$ cat src/rtl/rs_dec_chan_sched.sv
// Two-channel round-robin scheduler for a shared variable-check RS decoder.
// Optional per-channel statistics counters are enabled by defining RS_SCHED_STATS_EN.
module rs_dec_chan_sched #(
  parameter int M         = 4,
  parameter int WIDE      = 3,
  parameter int TAG_DEPTH = 4
) (
  input  logic            clk_i,
  input  logic            rst_n_i,
  input  logic [1:0]      ch_val_i,
  input  logic [M-1:0]    ch_sym0_i,
  input  logic [M-1:0]    ch_sym1_i,
  input  logic [M-1:0]    ch_numn0_i,
  input  logic [M-1:0]    ch_numn1_i,
  input  logic [WIDE-1:0] ch_numchk0_i,
  input  logic [WIDE-1:0] ch_numchk1_i,
  output logic [1:0]      ch_rdy_o,
  output logic [1:0]      ch_cfg_err_o,
  input  logic            dec_ena_i,
  output logic            dec_val_o,
  output logic            dec_sop_o,
  output logic            dec_eop_o,
  output logic [M-1:0]    dec_rsin_o,
  output logic [M-1:0]    dec_numn_o,
  output logic [WIDE-1:0] dec_numchk_o,
  input  logic            dec_src_val_i,
  input  logic            dec_src_sop_i,
  input  logic            dec_src_eop_i,
  input  logic            dec_decfail_i,
  input  logic [M-1:0]    dec_rsout_i,
  output logic            dec_src_ena_o,
  output logic [1:0]      out_val_o,
  output logic            out_sop_o,
  output logic            out_eop_o,
  output logic            out_decfail_o,
  output logic [M-1:0]    out_sym_o,
  input  logic [1:0]      out_rdy_i
`ifdef RS_SCHED_STATS_EN
  ,
  output logic [15:0]     stat_cw0_o,
  output logic [15:0]     stat_cw1_o,
  output logic [15:0]     stat_fail0_o,
  output logic [15:0]     stat_fail1_o
`endif
);

  localparam int AW = $clog2(TAG_DEPTH);
  localparam int CW = ((M > WIDE) ? M : WIDE) + 1;
  localparam logic [AW:0] FULL_OCC = (AW+1)'(TAG_DEPTH);

  typedef enum logic [1:0] {IDLE, GRANT, STREAM, DRAIN_WAIT} state_e;

  state_e          state_q, state_d;
  logic            rr_q, rr_d;
  logic            owner_q, owner_d;
  logic [M-1:0]    numn_q, numn_d;
  logic [WIDE-1:0] numchk_q, numchk_d;
  logic [M-1:0]    cnt_q, cnt_d;
  logic [1:0]      cfg_err_q, cfg_err_d;

  logic [TAG_DEPTH-1:0] tag_q;
  logic [AW-1:0]        wr_q, rd_q;
  logic [AW:0]          occ_q;

  logic [1:0]      req;
  logic            win, win_legal, full, empty, push, pop, head;
  logic            streaming, own_val, xfer, last;

  function automatic logic cfg_legal(input logic [M-1:0] n, input logic [WIDE-1:0] k);
    return (n != '0) && (CW'(n) > CW'(k));
  endfunction

  // A channel that just got a cfg_err pulse sits out one arbitration round
  assign req       = ch_val_i & ~cfg_err_q;
  assign win       = (req == 2'b11) ? rr_q : req[1];
  assign win_legal = win ? cfg_legal(ch_numn1_i, ch_numchk1_i)
                         : cfg_legal(ch_numn0_i, ch_numchk0_i);
  assign full      = (occ_q == FULL_OCC);
  assign empty     = (occ_q == '0);

  assign streaming = (state_q == STREAM);
  assign own_val   = owner_q ? ch_val_i[1] : ch_val_i[0];
  assign xfer      = streaming & own_val & dec_ena_i;
  assign last      = (cnt_q == (numn_q - M'(1)));

  always_comb begin
    state_d   = state_q;
    rr_d      = rr_q;
    owner_d   = owner_q;
    numn_d    = numn_q;
    numchk_d  = numchk_q;
    cnt_d     = cnt_q;
    cfg_err_d = 2'b00;
    push      = 1'b0;
    case (state_q)
      IDLE: begin
        if (req != 2'b00) begin
          if (!win_legal) begin
            cfg_err_d[win] = 1'b1;
          end else begin
            owner_d = win;
            state_d = full ? DRAIN_WAIT : GRANT;
          end
        end
      end
      DRAIN_WAIT: begin
        if (!full) state_d = GRANT;
      end
      GRANT: begin
        numn_d   = owner_q ? ch_numn1_i : ch_numn0_i;
        numchk_d = owner_q ? ch_numchk1_i : ch_numchk0_i;
        cnt_d    = '0;
        rr_d     = ~owner_q;
        push     = 1'b1;
        state_d  = STREAM;
      end
      STREAM: begin
        if (xfer) begin
          cnt_d = cnt_q + M'(1);
          if (last) state_d = IDLE;
        end
      end
      default: state_d = IDLE;
    endcase
  end

  always_ff @(posedge clk_i or negedge rst_n_i) begin
    if (!rst_n_i) begin
      state_q   <= IDLE;
      rr_q      <= 1'b0;
      owner_q   <= 1'b0;
      numn_q    <= '0;
      numchk_q  <= '0;
      cnt_q     <= '0;
      cfg_err_q <= 2'b00;
    end else begin
      state_q   <= state_d;
      rr_q      <= rr_d;
      owner_q   <= owner_d;
      numn_q    <= numn_d;
      numchk_q  <= numchk_d;
      cnt_q     <= cnt_d;
      cfg_err_q <= cfg_err_d;
    end
  end

  assign ch_rdy_o     = streaming ? (owner_q ? {dec_ena_i, 1'b0} : {1'b0, dec_ena_i}) : 2'b00;
  assign ch_cfg_err_o = cfg_err_q;
  assign dec_val_o    = xfer;
  assign dec_sop_o    = xfer & (cnt_q == '0);
  assign dec_eop_o    = xfer & last;
  assign dec_rsin_o   = streaming ? (owner_q ? ch_sym1_i : ch_sym0_i) : '0;
  assign dec_numn_o   = numn_q;
  assign dec_numchk_o = numchk_q;

  // Tag FIFO: owner of each codeword inside the decoder, popped on output eop
  assign head          = tag_q[rd_q];
  assign dec_src_ena_o = ~empty & out_rdy_i[head];
  assign out_val_o     = (~empty & dec_src_val_i) ? (head ? 2'b10 : 2'b01) : 2'b00;
  assign pop           = dec_src_val_i & dec_src_ena_o & dec_src_eop_i;
  assign out_sym_o     = dec_rsout_i;
  assign out_sop_o     = dec_src_sop_i;
  assign out_eop_o     = dec_src_eop_i;
  assign out_decfail_o = dec_decfail_i;

  always_ff @(posedge clk_i) begin
    if (push) tag_q[wr_q] <= owner_q;
  end

  always_ff @(posedge clk_i or negedge rst_n_i) begin
    if (!rst_n_i) begin
      wr_q  <= '0;
      rd_q  <= '0;
      occ_q <= '0;
    end else begin
      if (push) wr_q <= wr_q + AW'(1);
      if (pop)  rd_q <= rd_q + AW'(1);
      occ_q <= occ_q + {{AW{1'b0}}, push} - {{AW{1'b0}}, pop};
    end
  end

`ifdef RS_SCHED_STATS_EN
  logic [15:0] cw0_q, cw1_q, fail0_q, fail1_q;
  logic        fail_evt;

  function automatic logic [15:0] sat_inc(input logic [15:0] v);
    return (v == 16'hFFFF) ? v : v + 16'd1;
  endfunction

  assign fail_evt = pop & dec_decfail_i;

  always_ff @(posedge clk_i or negedge rst_n_i) begin
    if (!rst_n_i) begin
      cw0_q   <= '0;
      cw1_q   <= '0;
      fail0_q <= '0;
      fail1_q <= '0;
    end else begin
      if (push && !owner_q) cw0_q <= sat_inc(cw0_q);
      if (push &&  owner_q) cw1_q <= sat_inc(cw1_q);
      if (fail_evt && !head) fail0_q <= sat_inc(fail0_q);
      if (fail_evt &&  head) fail1_q <= sat_inc(fail1_q);
    end
  end

  assign stat_cw0_o   = cw0_q;
  assign stat_cw1_o   = cw1_q;
  assign stat_fail0_o = fail0_q;
  assign stat_fail1_o = fail1_q;
`endif

endmodule
$ cat config.mk
export PLATFORM = sky130hd
export DESIGN_NAME = rs_dec_chan_sched
export DESIGN_NICKNAME = d
export VERILOG_FILES = /design/src/rtl/rs_dec_chan_sched.sv
export SDC_FILE = /design/constraint.sdc
export NUM_CORES = 1
export LEC_CHECK = 0
export ABC_AREA = 1
export CAP_MARGIN = 20
export CORE_ASPECT_RATIO = 1.1
export CORE_UTILIZATION = 50
export CTS_BUF_LIST = sky130_fd_sc_hd__clkbuf_16
export CTS_CLUSTER_DIAMETER = 40
export DETAILED_ROUTE_END_ITERATION = 7
export PLACE_DENSITY_LB_ADDON = 0.08
export SYNTH_ARGS = -nofsm -noshare
export SYNTH_HDL_FRONTEND = slang
export SYNTH_SLANG_ARGS = --single-unit
$ cat constraint.sdc
create_clock -name clk_i -period 4 [get_ports clk_i]
set_input_delay 0.6 -clock clk_i [delete_from_list [all_inputs] [get_ports clk_i]]
set_output_delay 0.6 -clock clk_i [all_outputs]
set_load 0.01 [all_outputs]
* Yosys cells after proc, flatten, opt, wreduce, memory -nomap -nowiden *
Index checks and enable logic that the tools add are counted.

storage, ports and cells
  input port bits = 37
  word-level logic and storage cells = 95
  flip-flop bits (word level) = 28
  output and inout bits = 28

operators by class
  reduce and logical (&&, ||, !) cells = 14
  bitwise operators = 12
  eq/ne operators = 11
  muxes and demuxes = 33
  $lt $le $gt $ge = 8
  $add $sub $neg = 6

operators by type and width
  operator                                            number
  two-way mux 2 bit                                   13
  two-way mux 4 bit                                   4
  two-way mux 1 bit                                   9
  AND 1 bit                                           8
  > comparator 4 x 3 -> 1 bit                         2
  one-hot mux 2 bit (4 select lines)                  1
  one-hot mux 4 bit (2 select lines)                  1
  nonzero test 4 bit                                  2
  == test 2 bit, second input constant                3
  < comparator 2 x 3 -> 1 bit, second input constant  2
  != test 2 bit, second input constant                3
  AND reduction 5 bit                                 1
  adder 2 x 1 -> 2 bit, second input constant         2
  adder 4 x 1 -> 4 bit, second input constant         1
  bitwise mux 4 bit                                   1
  == test 4 bit                                       1
  logical AND 1 bit                                   4
  logical NOT 4 bit                                   1
  < comparator 1 x 2 -> 1 bit, second input constant  2
  != test 2 x 1 -> 1 bit, second input constant       2
  nonzero test 2 bit                                  2
  subtractor 4 x 1 -> 4 bit, second input constant    1
  adder 3 x 1 -> 3 bit                                1
  == test 3 bit, second input constant                1
  15 further kinds                                    16

* Depth between registers and ports, before layout *
Gate-level depths: netlist of run 1.

  depth after elaboration = 11
  gate-level depth with buffers = 14
  mapped depth without buffers = 14

* Least setup slack after synthesis of run 1 *
OpenSTA, ideal clock, no wires.

  path type = reg-to-reg
  start point = register rd_q[0]
  end point = register occ_q[2]
  arrival = 2,065 ps
  stages on the path, launching flop included = 14
  buffers on the path = 0
  required time = 3,871 ps
  clock period less this slack = 2,194 ps
  setup time = 129 ps
  slack = 1,806 ps
  path through = dfrtp_1 -> inv_1 -> nand2_1 -> nand3_1 -> nand2_1 -> o21ai_2 -> nor2_4 -> nand3_1 -> inv_1 -> ha_1 -> inv_1 -> ha_1 -> fa_1 -> xor2_1

on the way
  word-level cells in the longest chain between the ends = 8

ends and longest elaborated chain
  element                                                line  source
  start, declared                                        62    logic [AW-1:0] wr_q, rd_q;
  start signal, assigned                                 177   if (pop) rd_q <= rd_q + AW'(1);
  binary-select mux 1 bit (select 2 bit)                 157   assign head = tag_q[rd_q];
  two-way mux 1 bit (not written as such)                157
  two-way mux 1 bit (not written as such) (2 in series)  158   assign dec_src_ena_o = ~empty & out_rdy_i[head];
  AND 1 bit                                              158
  net dec_src_ena_o                                      31    output logic dec_src_ena_o,
  AND 1 bit (2 in series)                                160   assign pop = dec_src_val_i & dec_src_ena_o & dec_src_eop_i;
  net pop                                                66    logic win, win_legal, full, empty, push, pop, head;
  subtractor 3 x 1 -> 3 bit                              178   occ_q <= occ_q + {{AW{1'b0}}, push} - {{AW{1'b0}}, pop};
  end signal, assigned                                   178
  end, declared                                          63    logic [AW:0] occ_q;

The timed path passes the listed nets, and every way through them passes these cells. The select of a mux whose other input is x is not followed.
A chain may end at the register's enable or synchronous reset.

* Worst setup path after layout of run 1 *
  start point = register owner_q
  end point = output dec_eop_o

on the way
  word-level cells in the longest chain between the ends = 4

ends and longest elaborated chain
  element                  line  source
  start, declared          55    logic owner_q, owner_d;
  start signal, assigned   139   owner_q <= owner_d;
  two-way mux 1 bit        82    assign own_val = owner_q ? ch_val_i[1] : ch_val_i[0];
  AND 1 bit (2 in series)  83    assign xfer = streaming & own_val & dec_ena_i;
  AND 1 bit                151   assign dec_eop_o = xfer & last;
  end, declared            22    output logic dec_eop_o,

Every way passes these cells.

==> flow_summary.ini, run 1 <==
[drt]
detail_route.first_pass.iterations = 4
drt_drc_violations_left = 0
antenna_violating_nets_post_route = 0
route.detailed.vias_per_inst = 4.83
avgRoutedWirePerCell_um = 11.2
via_count = 1788
totalWireLength_mm = 4.15
first_iter_violations = 77

[timing]
layout_worst_path_cycle_share_pct = 70.6
finClkSkew_ps = 8.00
min_period_ps = 2830
finalHoldViolations = 0
final-setup-viol-count = 0
maxSlewHeadroom_pct = 62.0
rsz0062_at_grt = false
fmaxAchievable_mhz = 354
tightestPinTransition_ps = 571
maxSlewViolCount = 0
setup_total_negative_slack_ps = 0

[global_route]
first_global_vias = 1726
initial_antenna_violation_count = 0
gr-usage-all-layers_pct = 22.0
global_route.overflow_total = 0
grt_first_pass_wirelength_mm = 7.33
grt_max_degree = 25

[synthesis]
synthTopCellsByArea = sky130_fd_sc_hd__dfrtp_1 (30%), sky130_fd_sc_hd__nand2_1 (15%), sky130_fd_sc_hd__ha_1 (12%)
syn_area_per_cell_um2 = 7.26
synth.most_common_cell = sky130_fd_sc_hd__nand2_1
synthesized_instance_count = 274
area_share_of_the_leading_cell_type_in_the_synthesized_netlist_pct = 30.2
number_of_synthesized_flops_with_an_enable_pin = 4
synth-async-reset-ratio_pct = 85.7
yosys_warnings = 0
seq_area_frac_synth_pct = 36.2
postSynthNetCount = 331
syn_area_um2 = 1990
postSynthRegisterBits = 28
postSynth.topFlopCell = sky130_fd_sc_hd__dfrtp_1
yosys-top-cells-count = sky130_fd_sc_hd__nand2_1 (79), sky130_fd_sc_hd__inv_1 (44), sky130_fd_sc_hd__dfrtp_1 (24)
yosysTopAreaCell = sky130_fd_sc_hd__dfrtp_1
synth.distinct_cells = 28

[setup_path]
cp_max_fo = 17
timing.critical_path.to_type = primary output
critPathCapture = dec_eop_o
critical_path.reg2reg.endpoint = occ_q[2]
reg2reg_setup_slack_ps = 1550
critPathRequiredTime_ps = 3400
critical_path_class = flop to primary output
worstSetupStartpoint = owner_q
crit_path_cell_trace = inv_2, nand2_1, nand3_4, nor2_2, nand3_2, inv_1, clkdlybuf4s50_1
worstPathArrival_ps = 2230
crit-reg2reg-launch = state_q[1]
cp_top_family = buffers and inverters
cp_slowest_stage_delay_ps = 670
critical_path_top_delay_cell = sky130_fd_sc_hd__dfrtp_1
worstRegToRegCells = 8
worstPathBufferInverterCount = 3
worst_setup_path_start_kind = flop
stages_on_the_worst_setup_path = 7

[clocking]
post-cts-setup-buffers = 0
cts.repair.resized = 0
clk_pin_slew_worst_paths_ps = 60
cts_buffer_depth = 2
tritoncts = built
holdBufCountCts = 0
cts_root_buf = sky130_fd_sc_hd__clkbuf_16
cts.htree.levels = 1
numClockSinks = 28
cts_made_buffers = 3
worst_skew_pair.late_latency_ps = 260

[run_status]
status = finished, final reports clean

[placement]
place_congestion = 0.784
port_buffers = 52
postPlaceCellArea_um2 = 2500
detailed_place_hpwl_mm = 3.23

[hold_path]
hold_class = flop to flop

[finish]
finish.net_count = 378
finalInstanceArea_um2 = 2610
antenna_cells_inserted = 0
synthToLayoutAreaGrowth_pct = 31.2
final_layout_size_suffix_gt1_share_pct = 5.94

[floorplan]
core.rowCount = 23
floorplan.die.width_um = 62.1
ios = 65
chipHeight_um = 68.2
initial_utilization_pct = 53.6
coreArea_um2 = 3710
die_area_um2 = 4240

[pwr]
power.static_leakage_nw = 1.34
power.density_cell_area_nw_per_um2 = 605
peakVddDrop_mv = 0.236

[run]
maxCapViolCount = 0
sequential cells by signal (all words and copies together), names as in the netlist:
signal and cells:
cnt_q 4, dec_numn_o 4, tag_q 4, dec_numchk_o 3, occ_q 3, ch_cfg_err_o 2, rd_q 2, state_q 2
wr_q 2, owner_q 1, rr_q 1
worst min-delay path, stage by stage, from the launching register on:
cell and delay (ps):
sky130_fd_sc_hd__dfrtp_1 340, sky130_fd_sc_hd__nand2_1 50, sky130_fd_sc_hd__o21ai_0 60
area by class of cell:
class	instances	area, um2
flip-flops and latches	28	721
inverters	54	203
well taps	50	62.6
clock buffers	3	75.1
multi-input cells	181	997
clock inverters	1	3.75
fillers	321	1100
repair buffers	53	548
metrics by stage:
step | util [%] | setup slack (ps) | power (mW) | hold slack, ps | instances
2_1_floorplan | - | 1810 | 1.05 | 304 | 274
3_3_place_gp | 67.4 | 1290 | 1.33 | 466 | 365
3_5_place_dp | 67.4 | 1260 | 1.36 | 477 | 365
4_1_cts | 69.6 | 1160 | 1.59 | 493 | 369
5_1_grt | 70.3 | 1000 | 1.76 | 538 | 370
6_report | 70.3 | 1170 | 1.58 | 491 | 370
cells in the final DEF, fill, tap and decap left out, types with 2 or more instances in the layout:
master / n
sky130_fd_sc_hd__nor2_1: 19
sky130_fd_sc_hd__o21ai_0: 19
sky130_fd_sc_hd__nand3_1: 14
sky130_fd_sc_hd__clkbuf_16: 3
sky130_fd_sc_hd__clkdlybuf4s50_1: 52
sky130_fd_sc_hd__dfrtp_1: 24
sky130_fd_sc_hd__ha_1: 19
sky130_fd_sc_hd__o21ai_1: 2
sky130_fd_sc_hd__o22ai_1: 2
sky130_fd_sc_hd__edfxtp_1: 4
sky130_fd_sc_hd__inv_2: 9
sky130_fd_sc_hd__nand2_1: 79
sky130_fd_sc_hd__xor2_1: 3
sky130_fd_sc_hd__clkinv_1: 2
sky130_fd_sc_hd__a21oi_1: 11
sky130_fd_sc_hd__inv_1: 44
sky130_fd_sc_hd__nand4_1: 3
metal layers:
metal	wire length, um	part of all wire, %	GRT usage (%)
met1	1890	46	25.4
met5	0	0	0
met2	2010	48	40.5
met4	65	1.6	9.59
met3	177	4.3	4.00
worst min path at each step:
| stage | from | end | slack [ps] | cells past startpoint |
|---|---|---|---|---|
| after global routing | rr_q | rr_q | 540 | 2 |
| after detailed placement | dec_numchk_o[0] | dec_numchk_o[0] | 480 | 2 |
| after global placement | dec_numchk_o[1] | dec_numchk_o[1] | 470 | 2 |
| after floorplan | rst_n_i | ch_cfg_err_o[0] | 300 | 0 |
| after CTS | dec_numchk_o[0] | dec_numchk_o[0] | 490 | 2 |
| final | dec_numchk_o[0] | dec_numchk_o[0] | 490 | 2 |
power by group:
part | internal (mW) | total, mW | leakage (nW) | switching [mW]
sequential | 0.408 | 0.518 | 0.338 | 0.109
combinational | 0.366 | 0.837 | 0.964 | 0.471
clock | 0.134 | 0.225 | 0.0385 | 0.0908
total | 0.908 | 1.58 | 1.34 | 0.671
cell families (layout without fill, tap and decap cells):
kind of cell	count (synthesis)	in the layout	synth area share, %
flops	28	28	36.2
xor+xnor	4	4	1.76
buf+inv	65	111	13.6
simple gates	121	121	25.8
fa+ha+maj	20	20	13.0
compound gates	36	36	9.56
No activity file was read; power rests on OpenSTA's default activity.
==> run 2: changes to the inputs <==
- CORE_UTILIZATION: 50 -> 46
- clock period: 4 -> 2.6 ns (I/O delays scaled with it)
==> flow_summary.ini, run 2 (same netlist as run 1, synthesis figures left out) <==
[clocking]
clk_pin_slew_worst_paths_ps = 70
cts.repair.resized = 0
cts_made_buffers = 3
cts.htree.levels = 1
worst_skew_pair.late_latency_ps = 260
tritoncts = built
cts_root_buf = sky130_fd_sc_hd__clkbuf_16
cts_buffer_depth = 2
numClockSinks = 28

[timing]
layout_worst_path_cycle_share_pct = 92.6
hold_ws_ps = 486
fmaxAchievable_mhz = 415
tightestPinTransition_ps = 413
rsz0062_at_grt = false
final-setup-viol-count = 0
maxSlewViolCount = 0
finalHoldViolations = 0
finClkSkew_ps = 5.52
setup_total_negative_slack_ps = 0
maxSlewHeadroom_pct = 72.3
min_period_ps = 2410

[global_route]
global_route.overflow_total = 0
grt_max_degree = 25
grt_first_pass_wirelength_mm = 7.40
gr-usage-all-layers_pct = 20.3
initial_antenna_violation_count = 0
first_global_vias = 1808

[placement]
detailed_place_hpwl_mm = 3.41
port_buffers = 52
place_congestion = 0.835

[floorplan]
initial_utilization_pct = 49.1
floorplan.die.width_um = 64.7
chipHeight_um = 71.0
die_area_um2 = 4590
core.rowCount = 24
coreArea_um2 = 4050
ios = 65

[setup_path]
timing.critical_path.to_type = primary output
cp_max_fo = 4
worst_setup_path_start_kind = flop
critical_path.reg2reg.endpoint = occ_q[2]
reg2reg_setup_slack_ps = 280
worstPathArrival_ps = 2020
critPathCapture = dec_eop_o
worstSetupStartpoint = dec_numn_o[0]
worstRegToRegCells = 13
critical_path_class = flop to primary output
critPathRequiredTime_ps = 2210
crit-reg2reg-launch = rd_q[0]

[drt]
route.detailed.vias_per_inst = 4.78
dr_wl_met2_mm = 2.01
first_iter_violations = 86
drt_drc_violations_left = 0
antenna_violating_nets_post_route = 0
routed.top_layer = met4
detail_route.first_pass.iterations = 4
totalWireLength_mm = 4.12
via_count = 1803
met1_wire_length_mm = 1.90
avgRoutedWirePerCell_um = 10.9
routed-wl-met3_um = 167

[finish]
final_layout_size_suffix_gt1_share_pct = 7.38
antenna_cells_inserted = 0
finish.net_count = 383
layout.cells.most_common = sky130_fd_sc_hd__nand2_1
most-common-layout-cells = sky130_fd_sc_hd__nand2_1 (79), sky130_fd_sc_hd__clkdlybuf4s50_1 (52), sky130_fd_sc_hd__inv_1 (45)
synthToLayoutAreaGrowth_pct = 32.2

[hold_path]
hold_class = input pin to asynchronous set/reset pin

[run]
maxCapViolCount = 0

[pwr]
total_power_mw = 2.46
power.density_cell_area_nw_per_um2 = 935
power.static_leakage_nw = 1.36
peakVddDrop_mv = 0.441

[run_status]
status = finished, final reports clean
## run 2: stage by stage
stage | std cells | util (%) | setup WS, ps | cell area (um2)
finish | 377 | 64.9 | 193 | 2630
global route | 377 | 64.9 | 55.1 | 2630
CTS | 376 | 64.7 | 145 | 2620
detailed placement | 372 | 62.7 | 191 | 2540
global placement | 372 | 62.7 | 249 | 2540
floorplan | 274 | - | 406 | 1990
## run 2: repair_timing
item                                   4_1_cts  5_1_grt
setup endpoints to repair                    0        1
setup buffers                                0        1
hold buffers                                 0        0
endpoints found under the hold margin        0        0
## run 2: metal layers
metal | vias up | track usage [%]
met5 | - | 0
li1 | 942 | -
met2 | 54 | 35.5
met3 | 4 | 2.10
met4 | 0 | 8.40
met1 | 803 | 25.2
## run 2: how the worst min path moves through the flow
| stage | from | to | slack (ps) | depth (start not counted) |
|---|---|---|---|---|
| CTS | dec_numchk_o[1] | dec_numchk_o[1] | 490 | 2 |
| floorplan | rst_n_i | ch_cfg_err_o[0] | 90 | 0 |
| finish | rst_n_i | state_q[0] | 490 | 2 |
| global placement | dec_numchk_o[1] | dec_numchk_o[1] | 470 | 2 |
| global route | rst_n_i | occ_q[0] | 520 | 2 |
| detailed placement | dec_numchk_o[1] | dec_numchk_o[1] | 480 | 2 |
## run 2: layout make-up
class | instances | area (um2)
Clock buffer | 3 | 75.1
Clock inverter | 1 | 3.75
Fill cell | 392 | 1420
Inverter | 54 | 203
Multi-Input combinational cell | 181 | 997
Sequential cell | 28 | 721
Tap cell | 52 | 65.1
Timing Repair Buffer | 58 | 566
## run 2: critical path, cell delays in order, from the launching register on
cell and delay (ps):
sky130_fd_sc_hd__dfrtp_1 400, sky130_fd_sc_hd__inv_1 140, sky130_fd_sc_hd__ha_1 260, sky130_fd_sc_hd__inv_1 60, sky130_fd_sc_hd__nand2_1 40, sky130_fd_sc_hd__nand2_1 60
sky130_fd_sc_hd__nand2_1 50, sky130_fd_sc_hd__nor2_2 80, sky130_fd_sc_hd__nand3_2 80, sky130_fd_sc_hd__inv_1 60, sky130_fd_sc_hd__clkdlybuf4s50_1 520
## run 2: report_power, final
| part | leakage (nW) | internal, mW | total [mW] | switching [mW] |
|---|---|---|---|---|
| Sequential | 0.338 | 0.629 | 0.775 | 0.146 |
| Combinational | 0.981 | 0.599 | 1.34 | 0.743 |
| Clock | 0.0423 | 0.206 | 0.341 | 0.135 |
==> run 3: changes to the inputs <==
- CELL_PAD_IN_SITES_DETAIL_PLACEMENT: not set -> 0
- CELL_PAD_IN_SITES_GLOBAL_PLACEMENT: not set -> 1
- CORE_UTILIZATION: 46 -> 32
- CTS_BUF_LIST: sky130_fd_sc_hd__clkbuf_16 -> not set
==> flow_summary.ini, run 3 (same netlist as run 1, synthesis figures left out) <==
[run_status]
status = finished, final reports clean

[floorplan]
ios = 65
core.rowCount = 29
initial_utilization_pct = 33.8
coreArea_um2 = 5880
chipHeight_um = 84.7
floorplan.die.width_um = 77.2
die_area_um2 = 6540

[global_route]
grt.met3_usage_pct = 2.17
busiest_layer = met2
gr-usage-all-layers_pct = 15.0
first_global_vias = 1739
met1_usage_pct = 18.8
global_route.overflow_total = 0
grt_max_degree = 25
grt_first_pass_wirelength_mm = 7.82
initial_antenna_violation_count = 0
use_met2_pct = 26.1

[setup_path]
critical_path_top_delay_cell = sky130_fd_sc_hd__clkdlybuf4s50_1
cp_max_fo = 4
critical_path_class = flop to primary output
timing.critical_path.to_type = primary output
worstPathArrival_ps = 2060
cp_slowest_stage_delay_ps = 520
worstPathBufferInverterCount = 4
crit_path_cell_trace = inv_1, ha_1, inv_1, nand2_1, nand2_1, nand2_1, nor2_2, nand3_2, inv_1, clkdlybuf4s50_1
cp_top_family = buffers and inverters
critPathRequiredTime_ps = 2210
worst_setup_path_start_kind = flop

[clocking]
cts.htree.levels = 1
holdBufCountCts = 0
tritoncts = built
cts_buffer_depth = 2
numClockSinks = 28
cts_root_buf = sky130_fd_sc_hd__clkbuf_8
worst_skew_pair.late_latency_ps = 280
cts_made_buffers = 3
clk_pin_slew_worst_paths_ps = 100

[timing]
fmaxAchievable_mhz = 408
layout_worst_path_cycle_share_pct = 94.3
final-setup-viol-count = 0
maxSlewHeadroom_pct = 69.9
min_period_ps = 2450
tightestPinTransition_ps = 448
maxSlewViolCount = 0
finalHoldViolations = 0
rsz0062_at_grt = false
finClkSkew_ps = 2.69
setup_total_negative_slack_ps = 0

[finish]
layout.cells.most_common = sky130_fd_sc_hd__nand2_1
nFillCells = 637
multi_input_area_um2 = 997
antenna_cells_inserted = 0
synthToLayoutAreaGrowth_pct = 33.4
most-common-layout-cells = sky130_fd_sc_hd__nand2_1 (79), sky130_fd_sc_hd__clkdlybuf4s50_1 (52), sky130_fd_sc_hd__inv_1 (44)
ff_latch_area_um2 = 721
finish.net_count = 383
final_layout_size_suffix_gt1_share_pct = 7.69

[pwr]
power.density_cell_area_nw_per_um2 = 929
power.static_leakage_nw = 1.35
total_power_mw = 2.47
peakVddDrop_mv = 0.383

[placement]
detailed_place_hpwl_mm = 3.70
port_buffers = 52
place_congestion = 0.742

[hold_path]
hold_class = input pin to asynchronous set/reset pin

[drt]
antenna_violating_nets_post_route = 0
first_iter_violations = 47
detail_route.first_pass.iterations = 4
avgRoutedWirePerCell_um = 11.2
route.detailed.vias_per_inst = 4.43
drt_drc_violations_left = 0
via_count = 1780
totalWireLength_mm = 4.51

[run]
maxCapViolCount = 0
==> run 3: cell count changes in the layout (fill, tap and decap cells not counted) <==
cell and change:
sky130_fd_sc_hd__clkbuf_16 -3, sky130_fd_sc_hd__bufinv_16 +1, sky130_fd_sc_hd__inv_1 -1, sky130_fd_sc_hd__clkbuf_8 +3
==> run 3: worst paths after layout <==
| path | startpoint | to | slack, ps | cells after the start |
|---|---|---|---|---|
| worst min register to register | dec_numchk_o[1] | dec_numchk_o[1] | 500 | 2 |
| worst min-delay path | rst_n_i | occ_q[1] | 480 | 2 |
| worst max register to register | rd_q[0] | occ_q[2] | 290 | 13 |
| min in group clk_i | dec_numchk_o[1] | dec_numchk_o[1] | 500 | 2 |
| worst max-delay path | dec_numn_o[0] | dec_eop_o | 150 | 10 |
| max in group asynchronous | rst_n_i | ch_cfg_err_o[0] | 1870 | 2 |
==> run 3: stage by stage <==
stage               hold slack [ps]  area, um2  utilization [%]  std cells  worst slack (ps)
detailed placement              475       2570             43.8        397               224
global placement                470       2570             43.8        397               237
global route                    516       2650             45.1        402              27.8
floorplan                      94.4       1990                -        274               406
finish                          482       2650             45.1        402               149
CTS                             493       2650             45.0        401              43.6
==> run 3: worst reg2reg max path: stages, from the launching register on <==
cell	delay (ps)
sky130_fd_sc_hd__dfrtp_1	430
sky130_fd_sc_hd__inv_1	110
sky130_fd_sc_hd__nand2_1	50
sky130_fd_sc_hd__nand3_1	90
sky130_fd_sc_hd__nand2_1	100
sky130_fd_sc_hd__o21ai_2	170
sky130_fd_sc_hd__nor2_4	60
sky130_fd_sc_hd__nand3_1	120
sky130_fd_sc_hd__inv_1	60
sky130_fd_sc_hd__ha_1	270
sky130_fd_sc_hd__inv_1	40
sky130_fd_sc_hd__ha_1	180
sky130_fd_sc_hd__fa_1	370
sky130_fd_sc_hd__xor2_1	170
==> run 3: timing repair <==
action / CTS / global route
setup endpoints to repair: 0 / 1
resized for setup: 0 / 0
endpoints found under the hold margin: 0 / 0
setup buffers: 0 / 1
==> run 3: area by class of cell <==
type	instances	area share, %
Timing Repair Buffer	58	21.3
Multi-Input combinational cell	181	37.6
Clock buffer	3	1.56
Inverter	54	7.64
Clock inverter	1	1.13
Tap cell	77	3.63
Sequential cell	28	27.2
==> run 3: routing by layer <==
metal,routed length [um],up-vias
met5,0,-
met4,65,0
met3,181,6
met2,2090,47
met1,2180,782
li1,-,945
==> run 3: report_power, final <==
| part | total (mW) | internal (mW) | switching [mW] |
|---|---|---|---|
| Sequential | 0.765 | 0.627 | 0.138 |
| Combinational | 1.35 | 0.597 | 0.753 |
| Clock | 0.350 | 0.206 | 0.144 |
